--- src/rtl/node_pkg.sv ---
// Shared definitions for computation-tree nodes: operator encodings,
// controller states and the default datapath width.
package node_pkg;

  localparam int DATA_W = 16;

  localparam int OP_ADD   = 0;
  localparam int OP_MONUS = 1;
  localparam int OP_MUL   = 2;

  typedef enum logic [1:0] {
    IDLE,
    LAUNCH,
    WAIT,
    CALC
  } state_t;

endpackage

--- src/rtl/node_mul_seq.sv ---
// Sequential shift-add multiplier, one multiplier bit per cycle, W-bit product.
// `result` and `done` are combinational and describe the iteration taken at the next edge.
module node_mul_seq #(
  parameter int W = 16
) (
  input  logic         CLK,
  input  logic         RST,
  input  logic         abort,
  input  logic         start,
  input  logic [W-1:0] a,
  input  logic [W-1:0] b,
  output logic         busy,
  output logic         done,
  output logic [W-1:0] result
);

  localparam int CW = $clog2(W + 1);

  logic [CW-1:0] cnt;
  logic [W-1:0]  acc;
  logic [W-1:0]  mcand;
  logic [W-1:0]  mplier;
  logic [W-1:0]  src_acc;
  logic [W-1:0]  src_mc;
  logic [W-1:0]  src_mp;

  // The start cycle already performs iteration 1 from the raw operands,
  // so the final product is ready W edges after start is first seen.
  always_comb begin
    src_acc = start ? '0 : acc;
    src_mc  = start ? a  : mcand;
    src_mp  = start ? b  : mplier;
    result  = src_acc + (src_mp[0] ? src_mc : '0);
    done    = start ? (W == 1) : (busy && (cnt == CW'(W - 1)));
  end

  // NOTE: only the control bits are reset; acc/mcand/mplier are always
  // reloaded on start before they are read, so they need no reset.
  always_ff @(posedge CLK) begin
    if (RST || abort) begin
      busy <= 1'b0;
      cnt  <= '0;
    end else if (start || busy) begin
      acc    <= result;
      mcand  <= src_mc << 1;
      mplier <= src_mp >> 1;
      cnt    <= start ? CW'(1) : cnt + CW'(1);
      busy   <= !done;
    end
  end

endmodule

--- src/rtl/node_join2_op.sv ---
// Binary composition node: launches both children, joins their RD/RES
// handshakes, applies the OP-selected operator and reports via RD/RES.
module node_join2_op
  import node_pkg::*;
#(
  parameter int W  = DATA_W,
  parameter int OP = OP_ADD
) (
  input  logic         CLK,
  input  logic         RST,
  input  logic         ST,
  output logic         RD,
  output logic [W-1:0] RES,
  output logic         CST,
  input  logic         CRD0,
  input  logic         CRD1,
  input  logic [W-1:0] CRES0,
  input  logic [W-1:0] CRES1
);

  state_t       state;
  logic         st_old;
  logic         start_evt;
  logic         seen0, seen1;
  logic         done0, done1;
  logic [W-1:0] op_a, op_b;
  logic [W-1:0] calc_res;
  logic         mul_done;
  logic [W-1:0] mul_res;

  assign start_evt = ST & ~st_old;

  // NOTE: always_comb gives every output a default first, so no latch is inferred.
  always_comb begin
    calc_res = op_a + op_b;
    if (OP == OP_MONUS) calc_res = (op_a > op_b) ? op_a - op_b : '0;
  end

  if (OP == OP_MUL) begin : g_mul
    logic busy;
    node_mul_seq #(.W(W)) u_mul (
      .CLK    (CLK),
      .RST    (RST),
      .abort  (start_evt),
      .start  (state == CALC && !busy),
      .a      (op_a),
      .b      (op_b),
      .busy   (busy),
      .done   (mul_done),
      .result (mul_res)
    );
  end else begin : g_no_mul
    assign mul_done = 1'b0;
    assign mul_res  = '0;
  end

  // NOTE: sequential state uses non-blocking assignments so every register
  // samples pre-edge values regardless of statement order.
  always_ff @(posedge CLK) begin
    st_old <= ST;  // tracks ST even in reset, so a held ST never retriggers
    if (RST) begin
      state <= IDLE;
      RD    <= 1'b1;
      RES   <= '0;
      CST   <= 1'b0;
      seen0 <= 1'b0;
      seen1 <= 1'b0;
      done0 <= 1'b0;
      done1 <= 1'b0;
    end else if (start_evt) begin
      state <= LAUNCH;
      RD    <= 1'b0;
      CST   <= 1'b1;
      seen0 <= 1'b0;
      seen1 <= 1'b0;
      done0 <= 1'b0;
      done1 <= 1'b0;
    end else begin
      case (state)
        LAUNCH: begin
          CST   <= 1'b0;
          state <= WAIT;
        end
        WAIT: begin
          // A child's ready only counts after it has been seen low this operation.
          if (!seen0) begin
            if (!CRD0) seen0 <= 1'b1;
          end else if (!done0 && CRD0) begin
            op_a  <= CRES0;
            done0 <= 1'b1;
          end
          if (!seen1) begin
            if (!CRD1) seen1 <= 1'b1;
          end else if (!done1 && CRD1) begin
            op_b  <= CRES1;
            done1 <= 1'b1;
          end
          if (done0 && done1) state <= CALC;
        end
        CALC: begin
          if (OP == OP_MUL) begin
            if (mul_done) begin
              RES   <= mul_res;
              RD    <= 1'b1;
              state <= IDLE;
            end
          end else begin
            RES   <= calc_res;
            RD    <= 1'b1;
            state <= IDLE;
          end
        end
        default: state <= IDLE;
      endcase
    end
  end

endmodule

--- config.mk ---
export PLATFORM = sky130hd
export DESIGN_NAME = node_join2_op
export DESIGN_NICKNAME = d
export VERILOG_FILES = /design/src/rtl/node_pkg.sv /design/src/rtl/node_mul_seq.sv /design/src/rtl/node_join2_op.sv
export SDC_FILE = /design/constraint.sdc
export NUM_CORES = 1
export LEC_CHECK = 0
export ABC_CLOCK_PERIOD_IN_PS = 3200
export CORE_UTILIZATION = 51
export CTS_CLUSTER_DIAMETER = 200
export DETAILED_ROUTE_END_ITERATION = 10
export PLACE_DENSITY = 0.8
export SYNTH_ARGS = -nofsm -noshare
export SYNTH_HDL_FRONTEND = slang
export SYNTH_SLANG_ARGS = --single-unit
--- constraint.sdc ---
create_clock -name CLK -period 3.2 [get_ports CLK]
set_clock_uncertainty 0.2 [all_clocks]
set_input_delay 0.64 -clock CLK [delete_from_list [all_inputs] [get_ports CLK]]
set_output_delay 0.64 -clock CLK [all_outputs]
set_load 0.005 [all_outputs]
Word-level counts from Yosys, hierarchy flattened
Index checks and enable logic that the tools add are counted.
- $add $sub $neg: 1
- equal/unequal tests: 5
- bitwise logic cells: 4
- mux-type cells: 11
- reduce and logical (&&, ||, !) cells: 13
- operators with widths (kind ; count):
    $add A16 B16 Y16 ; 1
    $reduce_and A5 Y1 ; 2
    $mux W1 ; 9
    $reduce_and A3 Y1 ; 2
    $eq A2 B2 Y1 const B ; 2
    $pmux W2 S2 ; 1
    $reduce_bool A2 Y1 ; 2
    $logic_and A1 B1 Y1 ; 3
    $ne A3 B3 Y1 const B ; 1
    $not A1 Y1 ; 3
    $eq A2 B1 Y1 const B ; 1
    $logic_not A1 Y1 ; 2
    $mux W2 ; 1
    $ne A2 B2 Y1 const B ; 1
    $reduce_and A2 Y1 ; 1
    $reduce_or A2 Y1 ; 1
    $and A1 B1 Y1 ; 1
- register bits: 57
- output and inout bits: 18
- input port bits: 37
- word-level logic and storage cells: 46

Logic depth before layout (Yosys ltp)
- depth after elaboration: 4
- mapped depth: 8
- depth with buffers taken out: 8

Worst setup path before layout
OpenSTA, ideal clock, no wires.
- kind: in2reg
- start: in RST
- end: reg op_a[0] (enable)
- required time: 2591 ps
- stages: 4
- arrival time: 2320 ps
- slack: 271 ps
- cells stage by stage: clkbuf_1 > nand2b_1 > clkbuf_1 > nor3_1
- cells in the longest elaborated chain, start to end: 2
- ends and longest elaborated chain (item ; RTL line ; RTL):
    start, declared ; node_join2_op.sv:10 ; input logic RST,
    $not A1 Y1 (no source line) ; -- ;
    $reduce_and A5 Y1 (no source line) ; -- ;
    end signal, assigned ; node_join2_op.sv:89 ; op_a <= CRES0;
    end, declared ; node_join2_op.sv:26 ; logic [W-1:0] op_a, op_b;
Every way passes these cells.
A chain may end at the register's enable or synchronous reset.

Worst setup path in the final report
- start: reg op_a[1]
- end: reg RES[9]
- cells in the longest elaborated chain, start to end: 1
- ends and longest elaborated chain (item ; RTL line ; RTL):
    $add A16 B16 Y16 ; node_join2_op.sv:35 ; calc_res = op_a + op_b;
    end signal, assigned ; node_join2_op.sv:103 ; RES <= mul_res;
    end signal, assigned ; node_join2_op.sv:108 ; RES <= calc_res;
    end, declared ; node_join2_op.sv:13 ; output logic [W-1:0] RES,
Every way passes these cells.

==> metrics <==
outcome=finished, final reports clean; critical path's top delay family=compound AO/OA/AOI/OAI gates; max-cap viol count=0; Pre-antenna DRT Iters=5; synth top area cells=edfxtp_1 (37%), dfxtp_1 (19%), ha_1 (8.6%); Crit-path slowest cell=edfxtp_1; post-synthesis sequential area ratio=0.557; Synth Area in Compound Gates=0.162; CTS tree=yes; area delta synth->final=29.9%; max-slew violations=0; cts-stage hold buffer count=0; Post-CTS Resized=0; Hold Fails Final Rpt=0; Placed Area=0.00325 mm2; Setup CP Type=reg -> reg; Post-synth EDFFs=32; Period minus WS final=around 2.5 ns; R2R depth=7; PD cells=around 420 mW/mm2; DRC viols=0; multiplexer share of the synthesized area=0.00381; CP cell instances=ha_1, a21oi_2, o22ai_2, o211a_1, o21a_1, or3_1, a32o_1; final setup fails=0; Ports=55; root buffer cell=clkbuf_8; largest net degree at the start of global routing=18; wire length per cell=roughly 14 um; setup repair bufs after CTS=0; Hold Path Class=reg -> reg; main combinational cell family by area after synthesis=compound AO/OA/AOI/OAI gates; cell leakage power=~1.2 nW; Nets=between 300 and 400; Post-Route WL=a little over 5 mm; Max rail drop VDD=0.410 mV; simple-gate share of the synthesized area=0.126; WP buf/inv=0; setup TNS=0 ns; max incr delay on CP=0.44 ns; post-placement cell count=356; syn nets=approximately 300; clock insertion delay at the later pin of the skew report=around 0.33 ns; Worst Setup Start Kind=register; RSZ-0062 raised after global routing=false; hold path depth=2; Rows=25; routed vias/inst=approximately 5.3; Yosys cell types=between 40 and 50; Vias=1960; multi-input logic area=0.00110 mm2; Synth Warn #=0; port buffer count=54; Synth area leader=edfxtp_1; predominant post-synthesis flop cell=edfxtp_1; crit share post-route=0.767; Crit Path Max Fanout=5; grt ovf=0; layout cell share with drive strength beyond 1=0.0721; Die H=~74 um; FF+latch area=0.00146 mm2; CORE AREA=about 0.0048 mm2; cells after synthesis=241; CTS buffer count=9; fraction of registers with async set or reset after synthesis=0; Initial Utilization=0.541; Worst EP required=about 3.2 ns; fill count=378; Rel. slew slack=0.701; global-route wire length before repair=8.20 mm; Achievable Freq=407 MHz; Cell Area, Synth=0.00262 mm2; Post-Syn Area per Cell=around 11 um2; CTS clk-pin slew, worst paths=roughly 0.060 ns; final std cells w/o fill=about 370; Post-Synth Adder-Cell Area=0.0935; clock buffer depth=2; hpwl dp=around 3.8 mm; Yosys reg bits=between 50 and 60; placer congestion estimate=0.897; WP depth=7; CTS sink count=57; Worst Setup End Kind=register; ant diodes=0; initial DRC count=between 80 and 90; htree depth=3; fin area=0.00341 mm2; crit path DAT=2.47 ns; XOR/XNOR Fraction of Synth Area=0.0300; die width=73.7 um; DIE AREA=about 0.0054 mm2; total global-route track usage=0.210; area share of the largest cell type after synthesis=0.366; measured slew at the worst slew-check pin=0.448 ns; post-route ant nets=0; initial antenna violation count=0; vias in the first global route=1882
path summary, 6_finish.rpt:
path / start / endpoint / slack (ns)
hold / removal: RES[6] / RES[6] / 0.25
hold reg to reg: RES[6] / RES[6] / 0.25
setup reg to reg: op_a[1] / RES[9] / 0.74
setup / recovery: op_a[1] / RES[9] / 0.74
registers in the layout (all words and copies together) (netlist names):
| register | flops |
|---|---|
| seen1 | 1 |
| CST | 1 |
| op_a | 16 |
| done1 | 1 |
| RES | 16 |
| done0 | 1 |
| RD | 1 |
| st_old | 1 |
| seen0 | 1 |
| state | 2 |
| op_b | 16 |
worst reg2reg max path, delay by kind of cell, from the launching register on:
family	cells	cell delay (ns)
compound gates	5	1.03
simple gates	1	0.33
flops	1	0.44
fa+ha+maj	1	0.34
final cells by class:
cell class,instances,share of cell area
Clock buffer,15,0.0459
Clock inverter,1,0.00147
Inverter,10,0.0110
Multi-Input combinational cell,165,0.323
Sequential cell,57,0.429
Tap cell,67,0.0246
Timing Repair Buffer,57,0.165
stage by stage:
step	power (W)	util	setup WS, ns	hold WS [ns]
after floorplan	0.000820	-	0.271	0.236
after global placement	0.000874	0.669	0.755	0.243
after detailed placement	0.000876	0.669	0.706	0.248
after CTS	0.00143	0.703	0.764	0.256
after global routing	0.00147	0.703	0.623	0.278
final	0.00142	0.703	0.745	0.253
layer usage:
| layer | up-vias | wire length (um) | global-route usage |
|---|---|---|---|
| li1 | 991 | - | - |
| met1 | 898 | 2220 | 0.240 |
| met2 | 65 | 2630 | 0.361 |
| met3 | 6 | 285 | 0.0850 |
| met4 | 0 | 59 | 0.0577 |
| met5 | - | 0 | 0 |
power by group:
part	internal (W)	switching (W)	leakage, nW
Combinational	0.0000526	0.0000251	0.674
Clock	0.000302	0.000251	0.0817
Sequential	0.000780	0.00000445	0.490
Total	0.00113	0.000281	1.25
cell usage after synthesis (2+ instances only):
master,count
a211o_1,2
a211oi_1,4
a21o_1,3
a21oi_1,22
a21oi_2,3
a31oi_1,2
buf_1,2
clkbuf_1,6
dfxtp_1,25
edfxtp_1,32
ha_1,18
inv_1,10
nand2_1,26
nand2b_1,5
nand3_1,8
nand4_1,2
nor2_1,14
nor2b_1,3
nor3_1,4
nor3b_1,2
o21a_1,2
o21ai_0,13
o21bai_1,3
or3_1,3
xnor2_1,6
xor2_1,3
layout by cell type (no fill, tap or decap), types with 2 or more instances in the layout:
cell type,synthesis,final
nand2b_1,5,5
nor3_2,0,2
o21bai_1,3,3
a31oi_1,2,2
a211o_1,2,2
o21a_1,2,2
nor3_1,4,2
nand4_1,2,2
nor2b_1,3,3
nand3_1,8,8
clkbuf_8,0,10
buf_4,0,3
a21oi_1,22,22
clkdlybuf4s50_1,0,54
a211oi_1,4,4
inv_1,10,10
xnor2_1,6,6
nand2_1,26,26
nor2_1,14,14
or3_1,3,3
ha_1,18,18
a21o_1,3,3
dfxtp_1,25,25
edfxtp_1,32,32
a21oi_2,3,3
o21ai_0,13,13
nor3b_1,2,2
xor2_1,3,3
clkbuf_1,6,5
cell families after synthesis:
| family | Yosys count |
|---|---|
| simple gates | 71 |
| compound gates | 65 |
| flops | 57 |
| buf+inv | 19 |
| fa+ha+maj | 19 |
| xor+xnor | 9 |
| mux | 1 |
Note: power is estimated with default switching activity, not from simulation.
